===== src/rtl/rv32i_types.sv =====
// Shared rename-stage types: machine widths, popcount helper and the allocator FSM states.
package rv32i_types;

  localparam int unsigned WAY       = 2;
  localparam int unsigned PRF_ENTRY = 64;
  localparam int unsigned PRF_WIDTH = $clog2(PRF_ENTRY);
  localparam int unsigned CNT_W     = $clog2(WAY + 1);

  typedef enum logic {
    RUN     = 1'b0,
    RECOVER = 1'b1
  } rn_state_e;

  // Number of set bits in a per-way mask.
  function automatic logic [CNT_W-1:0] popcount(input logic [WAY-1:0] v);
    logic [CNT_W-1:0] n;
    n = '0;
    for (int i = 0; i < int'(WAY); i++) n = n + CNT_W'(v[i]);
    return n;
  endfunction

endpackage


===== src/rtl/rename_alloc_ctrl_if.sv =====
// Rename/commit handshake between the rename stage (master) and the physical register allocator (slave).
interface rename_alloc_ctrl_if #(
  parameter int unsigned WAY       = rv32i_types::WAY,
  parameter int unsigned PRF_WIDTH = rv32i_types::PRF_WIDTH
);

  logic [WAY-1:0]                rn_valid;
  logic [WAY-1:0]                rn_rd_we;
  logic                          rn_ready;
  logic [WAY-1:0]                rat_en;
  logic [WAY-1:0][PRF_WIDTH-1:0] rat_new_phy;
  logic [WAY-1:0]                commit_valid;
  logic [WAY-1:0][PRF_WIDTH-1:0] commit_old_phy;
  logic                          br_mispredict_flush;
  logic [PRF_WIDTH:0]            free_count;

  modport master (
    output rn_valid, rn_rd_we, commit_valid, commit_old_phy, br_mispredict_flush,
    input  rn_ready, rat_en, rat_new_phy, free_count
  );

  modport slave (
    input  rn_valid, rn_rd_we, commit_valid, commit_old_phy, br_mispredict_flush,
    output rn_ready, rat_en, rat_new_phy, free_count
  );

endinterface


===== src/rtl/prf_free_list.sv =====
// Circular free list of physical registers with speculative head, commit head and tail pointers.
module prf_free_list #(
  parameter int unsigned PRF_ENTRY = rv32i_types::PRF_ENTRY,
  parameter int unsigned PRF_WIDTH = $clog2(PRF_ENTRY)
) (
  input  logic                                        clk,
  input  logic                                        rst,
  input  logic [rv32i_types::WAY-1:0]                 req,
  input  logic                                        alloc_go,
  input  logic [rv32i_types::WAY-1:0]                 commit_valid,
  input  logic [rv32i_types::WAY-1:0][PRF_WIDTH-1:0]  commit_old_phy,
  input  logic                                        flush,
  output logic [rv32i_types::WAY-1:0][PRF_WIDTH-1:0]  new_phy,
  output logic [PRF_WIDTH:0]                          free_count
);

  import rv32i_types::*;

  localparam int unsigned PTR_W = PRF_WIDTH + 1;

  logic [PRF_WIDTH-1:0]          fl_q [PRF_ENTRY];
  logic [PTR_W-1:0]              spec_head_q, commit_head_q, tail_q, free_count_q;
  logic [PTR_W-1:0]              spec_head_d, commit_head_d, tail_d, free_count_d;
  logic [WAY-1:0]                free_mask;
  logic [WAY-1:0][PRF_WIDTH-1:0] wr_idx;
  logic [CNT_W-1:0]              n_alloc, n_commit, n_free;

  // Way k reads the slot after the requesting ways below it.
  always_comb begin
    logic [CNT_W-1:0] ofs;
    ofs     = '0;
    new_phy = '0;
    for (int k = 0; k < int'(WAY); k++) begin
      new_phy[k] = fl_q[spec_head_q[PRF_WIDTH-1:0] + PRF_WIDTH'(ofs)];
      ofs        = ofs + CNT_W'(req[k]);
    end
  end

  // p0 is the permanent x0 mapping, so a zero old mapping is never returned.
  always_comb begin
    logic [CNT_W-1:0] ofs;
    ofs       = '0;
    free_mask = '0;
    wr_idx    = '0;
    for (int k = 0; k < int'(WAY); k++) begin
      free_mask[k] = commit_valid[k] && (commit_old_phy[k] != '0);
      wr_idx[k]    = tail_q[PRF_WIDTH-1:0] + PRF_WIDTH'(ofs);
      ofs          = ofs + CNT_W'(free_mask[k]);
    end
  end

  assign n_alloc  = alloc_go ? popcount(req) : '0;
  assign n_commit = popcount(commit_valid);
  assign n_free   = popcount(free_mask);

  // A flush rewinds speculation to the post-commit point of this cycle.
  always_comb begin
    commit_head_d = commit_head_q + PTR_W'(n_commit);
    tail_d        = tail_q + PTR_W'(n_free);
    spec_head_d   = spec_head_q + PTR_W'(n_alloc);
    free_count_d  = free_count_q - PTR_W'(n_alloc) + PTR_W'(n_free);
    if (flush) begin
      spec_head_d  = commit_head_d;
      free_count_d = tail_d - commit_head_d;
    end
  end

  always_ff @(posedge clk or negedge rst) begin
    if (!rst) begin
      spec_head_q   <= '0;
      commit_head_q <= '0;
      tail_q        <= PTR_W'(PRF_ENTRY - 1);
      free_count_q  <= PTR_W'(PRF_ENTRY - 1);
    end else begin
      spec_head_q   <= spec_head_d;
      commit_head_q <= commit_head_d;
      tail_q        <= tail_d;
      free_count_q  <= free_count_d;
    end
  end

  always_ff @(posedge clk or negedge rst) begin
    if (!rst) begin
      for (int unsigned i = 0; i < PRF_ENTRY; i++)
        fl_q[i] <= (i < PRF_ENTRY - 1) ? PRF_WIDTH'(i + 1) : '0;
    end else begin
      for (int k = 0; k < int'(WAY); k++)
        if (free_mask[k]) fl_q[wr_idx[k]] <= commit_old_phy[k];
    end
  end

  assign free_count = free_count_q;

endmodule


===== src/rtl/rename_alloc_ctrl.sv =====
// Rename-group allocator: all-or-nothing acceptance, mispredict recovery FSM, free list instance.
module rename_alloc_ctrl #(
  parameter int unsigned PRF_ENTRY  = rv32i_types::PRF_ENTRY,
  parameter int unsigned ARCH_ENTRY = 32,
  parameter int unsigned PRF_WIDTH  = $clog2(PRF_ENTRY)
) (
  input logic                clk,
  input logic                rst,
  rename_alloc_ctrl_if.slave bus
);

  import rv32i_types::*;

  localparam int unsigned PTR_W = PRF_WIDTH + 1;

  // Every architectural register needs a mapping with at least one spare to rename into.
  if (ARCH_ENTRY >= PRF_ENTRY) begin : g_bad_cfg
    $error("rename_alloc_ctrl: PRF_ENTRY must exceed ARCH_ENTRY");
  end

  rn_state_e        state_q, state_d;
  logic [WAY-1:0]   req;
  logic [CNT_W-1:0] need;
  logic [PTR_W-1:0] fc;
  logic             ready;
  logic             accept;

  assign req  = bus.rn_valid & bus.rn_rd_we;
  assign need = popcount(req);

  always_ff @(posedge clk or negedge rst) begin
    if (!rst) state_q <= RUN;
    else      state_q <= state_d;
  end

  // Grants only in RUN; each flush buys one RECOVER cycle.
  always_comb begin
    state_d = state_q;
    ready   = 1'b0;
    case (state_q)
      RUN: begin
        ready = !bus.br_mispredict_flush && (fc >= PTR_W'(need));
        if (bus.br_mispredict_flush) state_d = RECOVER;
      end
      RECOVER: state_d = bus.br_mispredict_flush ? RECOVER : RUN;
      default: state_d = RUN;
    endcase
  end

  assign accept         = ready & rst;
  assign bus.rn_ready   = accept;
  assign bus.rat_en     = req & {WAY{accept}};
  assign bus.free_count = fc;

  prf_free_list #(
    .PRF_ENTRY (PRF_ENTRY),
    .PRF_WIDTH (PRF_WIDTH)
  ) u_free_list (
    .clk            (clk),
    .rst            (rst),
    .req            (req),
    .alloc_go       (accept),
    .commit_valid   (bus.commit_valid),
    .commit_old_phy (bus.commit_old_phy),
    .flush          (bus.br_mispredict_flush),
    .new_phy        (bus.rat_new_phy),
    .free_count     (fc)
  );

endmodule

===== src/flat_wrapper.sv =====
// flat-port wrapper written by rule: the top's interface ports become plain ports
module rename_alloc_ctrl_flat import rv32i_types::*;
#(
  parameter int unsigned PRF_ENTRY  = rv32i_types::PRF_ENTRY,
  parameter int unsigned ARCH_ENTRY = 32,
  parameter int unsigned PRF_WIDTH  = $clog2(PRF_ENTRY)
)
  (clk, rst, bus_rn_valid, bus_rn_rd_we, bus_commit_valid, bus_commit_old_phy, bus_br_mispredict_flush, bus_rn_ready, bus_rat_en, bus_rat_new_phy, bus_free_count);
  rename_alloc_ctrl_if #(.PRF_WIDTH(PRF_WIDTH)) bus_i ();
  input logic clk;
  input logic rst;
  input wire logic [$bits(bus_i.rn_valid)-1:0] bus_rn_valid;
  input wire logic [$bits(bus_i.rn_rd_we)-1:0] bus_rn_rd_we;
  input wire logic [$bits(bus_i.commit_valid)-1:0] bus_commit_valid;
  input wire logic [$bits(bus_i.commit_old_phy)-1:0] bus_commit_old_phy;
  input wire logic [$bits(bus_i.br_mispredict_flush)-1:0] bus_br_mispredict_flush;
  output wire logic [$bits(bus_i.rn_ready)-1:0] bus_rn_ready;
  output wire logic [$bits(bus_i.rat_en)-1:0] bus_rat_en;
  output wire logic [$bits(bus_i.rat_new_phy)-1:0] bus_rat_new_phy;
  output wire logic [$bits(bus_i.free_count)-1:0] bus_free_count;
  assign bus_i.rn_valid = bus_rn_valid;
  assign bus_i.rn_rd_we = bus_rn_rd_we;
  assign bus_i.commit_valid = bus_commit_valid;
  assign bus_i.commit_old_phy = bus_commit_old_phy;
  assign bus_i.br_mispredict_flush = bus_br_mispredict_flush;
  assign bus_rn_ready = bus_i.rn_ready;
  assign bus_rat_en = bus_i.rat_en;
  assign bus_rat_new_phy = bus_i.rat_new_phy;
  assign bus_free_count = bus_i.free_count;
  rename_alloc_ctrl #(.PRF_ENTRY(PRF_ENTRY), .ARCH_ENTRY(ARCH_ENTRY), .PRF_WIDTH(PRF_WIDTH)) u_core (.clk(clk), .rst(rst), .bus(bus_i));
endmodule

===== config.mk =====
export PLATFORM = sky130hd
export DESIGN_NAME = rename_alloc_ctrl_flat
export DESIGN_NICKNAME = d
export VERILOG_FILES = /design/src/rtl/rv32i_types.sv /design/src/rtl/rename_alloc_ctrl_if.sv /design/src/rtl/prf_free_list.sv /design/src/rtl/rename_alloc_ctrl.sv /design/src/flat_wrapper.sv
export SDC_FILE = /design/constraint.sdc
export NUM_CORES = 1
export LEC_CHECK = 0
export BUFFER_PORTS_ARGS = -buffer_cell sky130_fd_sc_hd__buf_4
export CORE_ASPECT_RATIO = 0.5
export CORE_MARGIN = 10
export CORE_UTILIZATION = 44
export CTS_CLUSTER_SIZE = 24
export DETAILED_ROUTE_END_ITERATION = 8
export HOLD_SLACK_MARGIN = 0.15
export SLEW_MARGIN = 10
export SYNTH_ARGS = -nofsm -noshare
export SYNTH_HDL_FRONTEND = slang
export SYNTH_HIERARCHICAL = 1
export SYNTH_SLANG_ARGS = --single-unit

===== constraint.sdc =====
create_clock -name clk -period 4.77 [get_ports clk]
set_clock_uncertainty 0.15 [all_clocks]
set_input_delay 0.954 -clock clk [delete_from_list [all_inputs] [get_ports clk]]
set_output_delay 0.954 -clock clk [all_outputs]
set_load 0.05 [all_outputs]

# ---- Word-level counts from Yosys, hierarchy flattened
# Index checks and enable logic that the tools add are counted.
dict set report op_classes {
  n_mux 19
  n_lt_le_gt_ge 7
  n_addsub 11
  n_reduce_logical 8
  bitwise 7
}
# op count
set ops {}
lappend ops {{$bwmux W384} 2}
lappend ops {{$mux W384} 2}
lappend ops {{$bmux W6 S6} 2}
lappend ops {{$demux W6 S6} 2}
lappend ops {{$mux W6} 6}
lappend ops {{$add A7 B2 Y7} 4}
lappend ops {{$ge A7 B7 Y1 const B} 4}
lappend ops {{$not A6 Y7} 4}
lappend ops {{$lt A7 B1 Y1 const B} 2}
lappend ops {{$mux W7} 2}
lappend ops {{$add A6 B1 Y6} 2}
lappend ops {{$reduce_bool A6 Y1} 2}
lappend ops {{$ge A7 B2 Y1} 1}
lappend ops {{$sub A7 B2 Y7} 1}
lappend ops {{$sub A7 B7 Y7} 1}
lappend ops {{$add A1 B1 Y2} 3}
lappend ops {{$logic_and A1 B1 Y1} 5}
lappend ops {{$and A2 B2 Y2} 2}
lappend ops {{$mux W1} 2}
lappend ops {{$mux W2} 1}
lappend ops {{$and A1 B1 Y1} 1}
lappend ops {{$logic_not A1 Y1} 1}
dict set report word_totals {
  word_cells 121
  register_bits 413
  output_inout_bits 22
  input_bits 21
}

# ---- Depth between registers and ports, before layout
dict set report depth {
  ltp_word 10
  ltp_mapped 18
  mapped_depth_nobuf 18
}

# ---- Cells and area by module
# Netlist, hierarchy kept.
# mod cells_per_inst seq_area_each_um2 n_inst area_each_um2
set by_module_without_submodules {}
lappend by_module_without_submodules {prf_free_list 2462 10540.1 1 27350.0}
lappend by_module_without_submodules {rename_alloc_ctrl 18 25.0 1 156.4}

# ---- Least setup slack after synthesis
# Ideal clock, no wire load.
dict set report synth_timing {
  kind {input -> register}
  startpoint {input bus_rn_valid[1]}
  endpoint {register u_core.u_free_list.free_count_q[5] (netlist: u_core/u_free_list/free_count[5])}
  required_ns 4.538
  path_stages 17
  slack_ns -0.172
  arrival_time_ns 4.710
  setup_ns 0.082
  path_buffers 0
  cell_sequence {and2_1 -> ha_1 -> ha_1 -> nand2b_1 -> a2111oi_4 -> nor2_1 -> nand2_1 -> inv_1 -> fa_1 -> inv_1 -> ha_1 -> a21o_1 -> a21oi_1 -> o21ai_0 -> a21oi_1 -> mux2_2 -> nor3_1}
}
dict set report synth_between {
  elab_chain_len 10
}
# element line
set synth_lines {}
lappend synth_lines {{from (decl)} flat_wrapper.sv:12} ;# input wire logic [$bits(bus_i.rn_valid)-1:0] bus_rn_valid;
lappend synth_lines {{$and A2 B2 Y2} rename_alloc_ctrl.sv:28} ;# assign req = bus.rn_valid & bus.rn_rd_we;
lappend synth_lines {{$add A1 B1 Y2} rv32i_types.sv:18} ;# for (int i = 0; i < int'(WAY); i++) n = n + CNT_W'(v[i]);
lappend synth_lines {{$ge A7 B2 Y1} rename_alloc_ctrl.sv:42} ;# ready = !bus.br_mispredict_flush && (fc >= PTR_W'(need));
lappend synth_lines {{$logic_and A1 B1 Y1} rename_alloc_ctrl.sv:42}
lappend synth_lines {{$mux W1} rename_alloc_ctrl.sv:40} ;# case (state_q)
lappend synth_lines {{$and A1 B1 Y1} rename_alloc_ctrl.sv:50} ;# assign accept = ready & rst;
lappend synth_lines {{net bus_rn_ready} flat_wrapper.sv:17} ;# output wire logic [$bits(bus_i.rn_ready)-1:0] bus_rn_ready;
lappend synth_lines {{$mux W2} prf_free_list.sv:52} ;# assign n_alloc = alloc_go ? popcount(req) : '0;
lappend synth_lines {{$sub A7 B2 Y7} prf_free_list.sv:61} ;# free_count_d = free_count_q - PTR_W'(n_alloc) + PTR_W'(n_free);
lappend synth_lines {{$add A7 B2 Y7} prf_free_list.sv:61}
lappend synth_lines {{$mux W7} prf_free_list.sv:62} ;# if (flush) begin
lappend synth_lines {{net u_core.u_free_list.free_count_d[5]} prf_free_list.sv:23} ;# logic [PTR_W-1:0] spec_head_d, commit_head_d, tail_d, free_count_d;
lappend synth_lines {{to (signal assigned)} prf_free_list.sv:73} ;# free_count_q <= PTR_W'(PRF_ENTRY - 1);
lappend synth_lines {{to (signal assigned)} prf_free_list.sv:78} ;# free_count_q <= free_count_d;
lappend synth_lines {{to (decl)} prf_free_list.sv:22} ;# logic [PTR_W-1:0] spec_head_q, commit_head_q, tail_q, free_count_q;
# The timed path passes the listed nets, and every way through them passes these cells.

# ---- Final worst setup path
dict set report layout_timing {
  startpoint {input bus_rn_valid[0]}
  endpoint {output bus_rat_new_phy[8]}
}
dict set report layout_between {
  elab_chain_len 6
}
# element line
set layout_lines {}
lappend layout_lines {{$and A2 B2 Y2} rename_alloc_ctrl.sv:28}
lappend layout_lines {{net u_core.req[0]} rename_alloc_ctrl.sv:22} ;# logic [WAY-1:0] req;
lappend layout_lines {{$add A6 B1 Y6} prf_free_list.sv:34} ;# new_phy[k] = fl_q[spec_head_q[PRF_WIDTH-1:0] + PRF_WIDTH'(ofs)];
lappend layout_lines {{$not A6 Y7 (not written as such)} prf_free_list.sv:34}
lappend layout_lines {{$bmux W6 S6} prf_free_list.sv:34}
lappend layout_lines {{$mux W6 (not written as such) (2 in a row)} prf_free_list.sv:34}
lappend layout_lines {{to (decl)} flat_wrapper.sv:19} ;# output wire logic [$bits(bus_i.rat_new_phy)-1:0] bus_rat_new_phy;
# The timed path passes the listed nets, and every way through them passes these cells. The select of a mux whose other input is x is not followed.

==> impl_metrics.yaml <==
final_layout:
  seqCellArea_um2: 10600
  fill_cells: 5382
  final_nets: 2505
  drive_gt1_share_pct: 32.2
  area_growth_pct: 10.3
  final_cells: 3310
  multi_input_area_um2: 15700
synthesis:
  yosysUniqueCellTypes: 73
  synth_seq_cells: 412
  synth_seq_area_share_pct: 38.4
  synth_edf_count: 0
  ys_async_sr_fraction_pct: 100
  syn_area_per_cell_um2: 11.1
  synth.area.top_cells: "dfstp_2, dfrtp_1, mux4_2, mux2i_1, nand2_1"
  synthCells: 2480
  synth_top_flop_cell: "dfrtp_1"
  synth_top_area_share_pct: 19.5
  netlist_area_um2: 27500
  yosys.area.top_type: "dfstp_2"
  yosys_warnings: 6
  synth_fp_nets: 2534
sta:
  relSlewSlack_pct: 21.5
  fin_crit_ns: 4.75
  rsz0062_at_grt: "false"
  fmax_mhz: 211
  setup-violations-final: 0
  finalMaxSlewViolations: 0
  min_period_over_period_pct: 99.5
  hold_viol: 0
  worst_slew_pin_slew_ns: 1.18
floorplan:
  coreArea_um2: 61500
  boundaryPins: 43
  rows: 64
  die_x_um: 374
  dieArea_um2: 73500
  die_h_um: 197
  start_util_pct: 44.7
drt:
  wire_per_inst_um: 29.3
  viasPerCell: 6.44
  drc_errors: 0
  first_iter_violations: 2826
  vias: 21300
  ant_nets: 0
  wirelength_um: 97000
  first_pass_iters: 6
global_route:
  grt_overflow: 0
  grt_max_degree: 146
  grt_pass1_wl_um: 144000
  grtUsageTotal_pct: 25.8
  grt_pass1_vias: 20000
  antenna_found_initial: 3
critical_path:
  cp_common_cell: "buf_4"
  cp-start-kind: "input port"
  cp_slowest_cell: "mux4_2"
  required_ns: 3.67
  path_cells: "buf_4 > and2_4 > ha_4 > buf_12 > buf_16 > buf_4 > mux4_2 > mux4_2 > a22oi_2 > nand2_1 > buf_4"
  path_class: "in2out"
  slowest_delay_ns: 0.53
  end_kind: "output port"
  cp_max_fo: 12
  critPathArrivalTime_ns: 3.64
clock_tree:
  cts.sinks: 412
  cts_hold_buf: 0
  ctsRootBufferMaster: "clkbuf_16"
  htreeDepth: 2
  clk_latency_ns: 0.59
  cts_tree: "built"
  cts-buffers-inserted: 42
  cts.clk_slew.worst_paths_ns: 0.07
  clockBufferDepth: 3
pwr:
  power_density_nw_per_um2: 748
  leakagePower_nw: 12.1
  ir_drop_uv: 438
  p_total_w: 0.0227
job:
  drv_cap: 0
placed_design:
  portBuffers: 42
  place.gp.congestion: 0.929
  post-place-cells: 3221
  hpwl_um: 63000
min_path:
  hp-class: "in2async"
outcome:
  status: "complete, no violations"
## metal layers
layer / vias to the layer above / track usage, % / part of all wire, %
met5: - / 0 / 0.052
met4: 2 / 7.65 / 3.3
met3: 203 / 7.18 / 12
met2: 1310 / 37.6 / 42
met1: 10800 / 36.9 / 42
li1: 9002 / - / -
## kinds of logic after synthesis
kind of cell,share of synthesized area (%)
buffers and inverters,4.86
adders and majority gates,1.66
and+or+nand+nor,10.5
muxes,34.2
xor gates and xnor gates,1.17
AOI/OAI and AO/OA,9.12
DFF,38.4
## worst paths after layout
check	start	endpoint	slack, ns	cells after the start
worst max-delay path	bus_rn_valid[0]	bus_rat_new_phy[8]	0.02	11
worst min-delay path	rst	u_core/u_free_list/fl_q[124]$_DFF_PN0_	0.33	2
worst max register to register	u_core/u_free_list/free_count[0]$_DFF_PN1_	u_core/u_free_list/free_count[6]$_DFF_PN0_	0.89	17
worst min register to register	u_core/u_free_list/tail_q[6]$_DFF_PN0_	u_core/u_free_list/tail_q[6]$_DFF_PN0_	0.37	1
max in group asynchronous	rst	u_core/u_free_list/fl_q[224]$_DFF_PN0_	2.39	3
min in group clk	u_core/u_free_list/tail_q[6]$_DFF_PN0_	u_core/u_free_list/tail_q[6]$_DFF_PN0_	0.37	1
## power breakdown
group	switching (W)	leakage [nW]	internal (W)	total [W]
combinational	0.00601	6.62	0.00568	0.0117
clock	0.00150	0.663	0.00192	0.00342
sequential	0.00202	4.79	0.00557	0.00759
total	0.00953	12.1	0.0132	0.0227
## sequential cells by signal (all words and copies together) (netlist names)
signal and flops:
u_core/u_free_list/fl_q 384, u_core/u_free_list/commit_head_q 7, u_core/u_free_list/free_count 7, u_core/u_free_list/tail_q 7, u_core/u_free_list/spec_head_q 6, u_core/state_q 1
## synth_stat cells, types with 13 or more instances
master and count:
or3b_1 13, nor2_1 219, mux2_2 50, inv_1 30, clkbuf_1 112, nor2b_1 19
a21oi_1 185, nor2_2 23, xnor2_1 20, nor3_1 19, dfrtp_1 208, mux4_2 228
buf_1 28, buf_6 13, a22oi_1 33, mux2i_1 367, o21ai_0 142, o21ai_1 65
buf_4 32, ha_1 27, buf_2 48, nand3_1 20, nand2_1 251, dfstp_2 204
## cell type report
| class | instances | share of cell area [%] |
|---|---|---|
| Clock buffer | 67 | 4.15 |
| Multi-Input combinational cell | 1797 | 51.8 |
| Tap cell | 825 | 3.40 |
| Timing Repair Buffer | 166 | 5.09 |
| Sequential cell | 412 | 34.8 |
| Clock inverter | 10 | 0.359 |
| Inverter | 32 | 0.396 |
| Antenna cell | 1 | 0.00824 |
## stage by stage
step	area (um2)	TNS (ns)	hold slack (ns)	setup WS, ns	utilization, %
after floorplan	27500	0	0.294	0.0282	-
after global placement	28700	-0.676	0.321	-0.113	46.7
after detailed placement	28700	-0.910	0.334	-0.128	46.7
after CTS	30200	-0.00295	0.362	-0.00295	49.2
after global routing	30400	0	0.376	0.0305	49.4
final	30400	0	0.329	0.0240	49.4
## timing repair
action,4_1_cts,5_1_grt
gates cloned,2,1
buffers inserted,2,6
pin swaps,7,6
setup endpoints to repair,6,9
gates resized for setup,17,11
## cells in the final DEF, fill, tap and decap left out, types with 13 or more instances in the layout
| master | netlist | final |
|---|---|---|
| mux4_2 | 228 | 228 |
| clkbuf_1 | 112 | 17 |
| mux2_2 | 50 | 50 |
| mux2i_1 | 367 | 367 |
| a22oi_1 | 33 | 22 |
| ha_1 | 27 | 25 |
| nor2_2 | 23 | 24 |
| clkbuf_16 | 0 | 46 |
| nor2_1 | 219 | 218 |
| xnor2_1 | 20 | 19 |
| nand2_1 | 251 | 248 |
| o21ai_1 | 65 | 65 |
| inv_1 | 30 | 30 |
| a21oi_1 | 185 | 185 |
| nor2b_1 | 19 | 19 |
| or3b_1 | 13 | 13 |
| dfrtp_1 | 208 | 205 |
| buf_4 | 32 | 142 |
| dfstp_2 | 204 | 204 |
| nor3_1 | 19 | 19 |
| o21ai_0 | 142 | 142 |
| nand3_1 | 20 | 20 |
## worst max-delay path: cells and delay by family
kind                       cells  cell delay (ns)
muxes                          2             1.01
buffers and inverters          5             0.77
and+or+nand+nor                2             0.34
adders and majority gates      1             0.30
AOI/OAI and AO/OA              1             0.23
(Power assumes the default switching activity.)
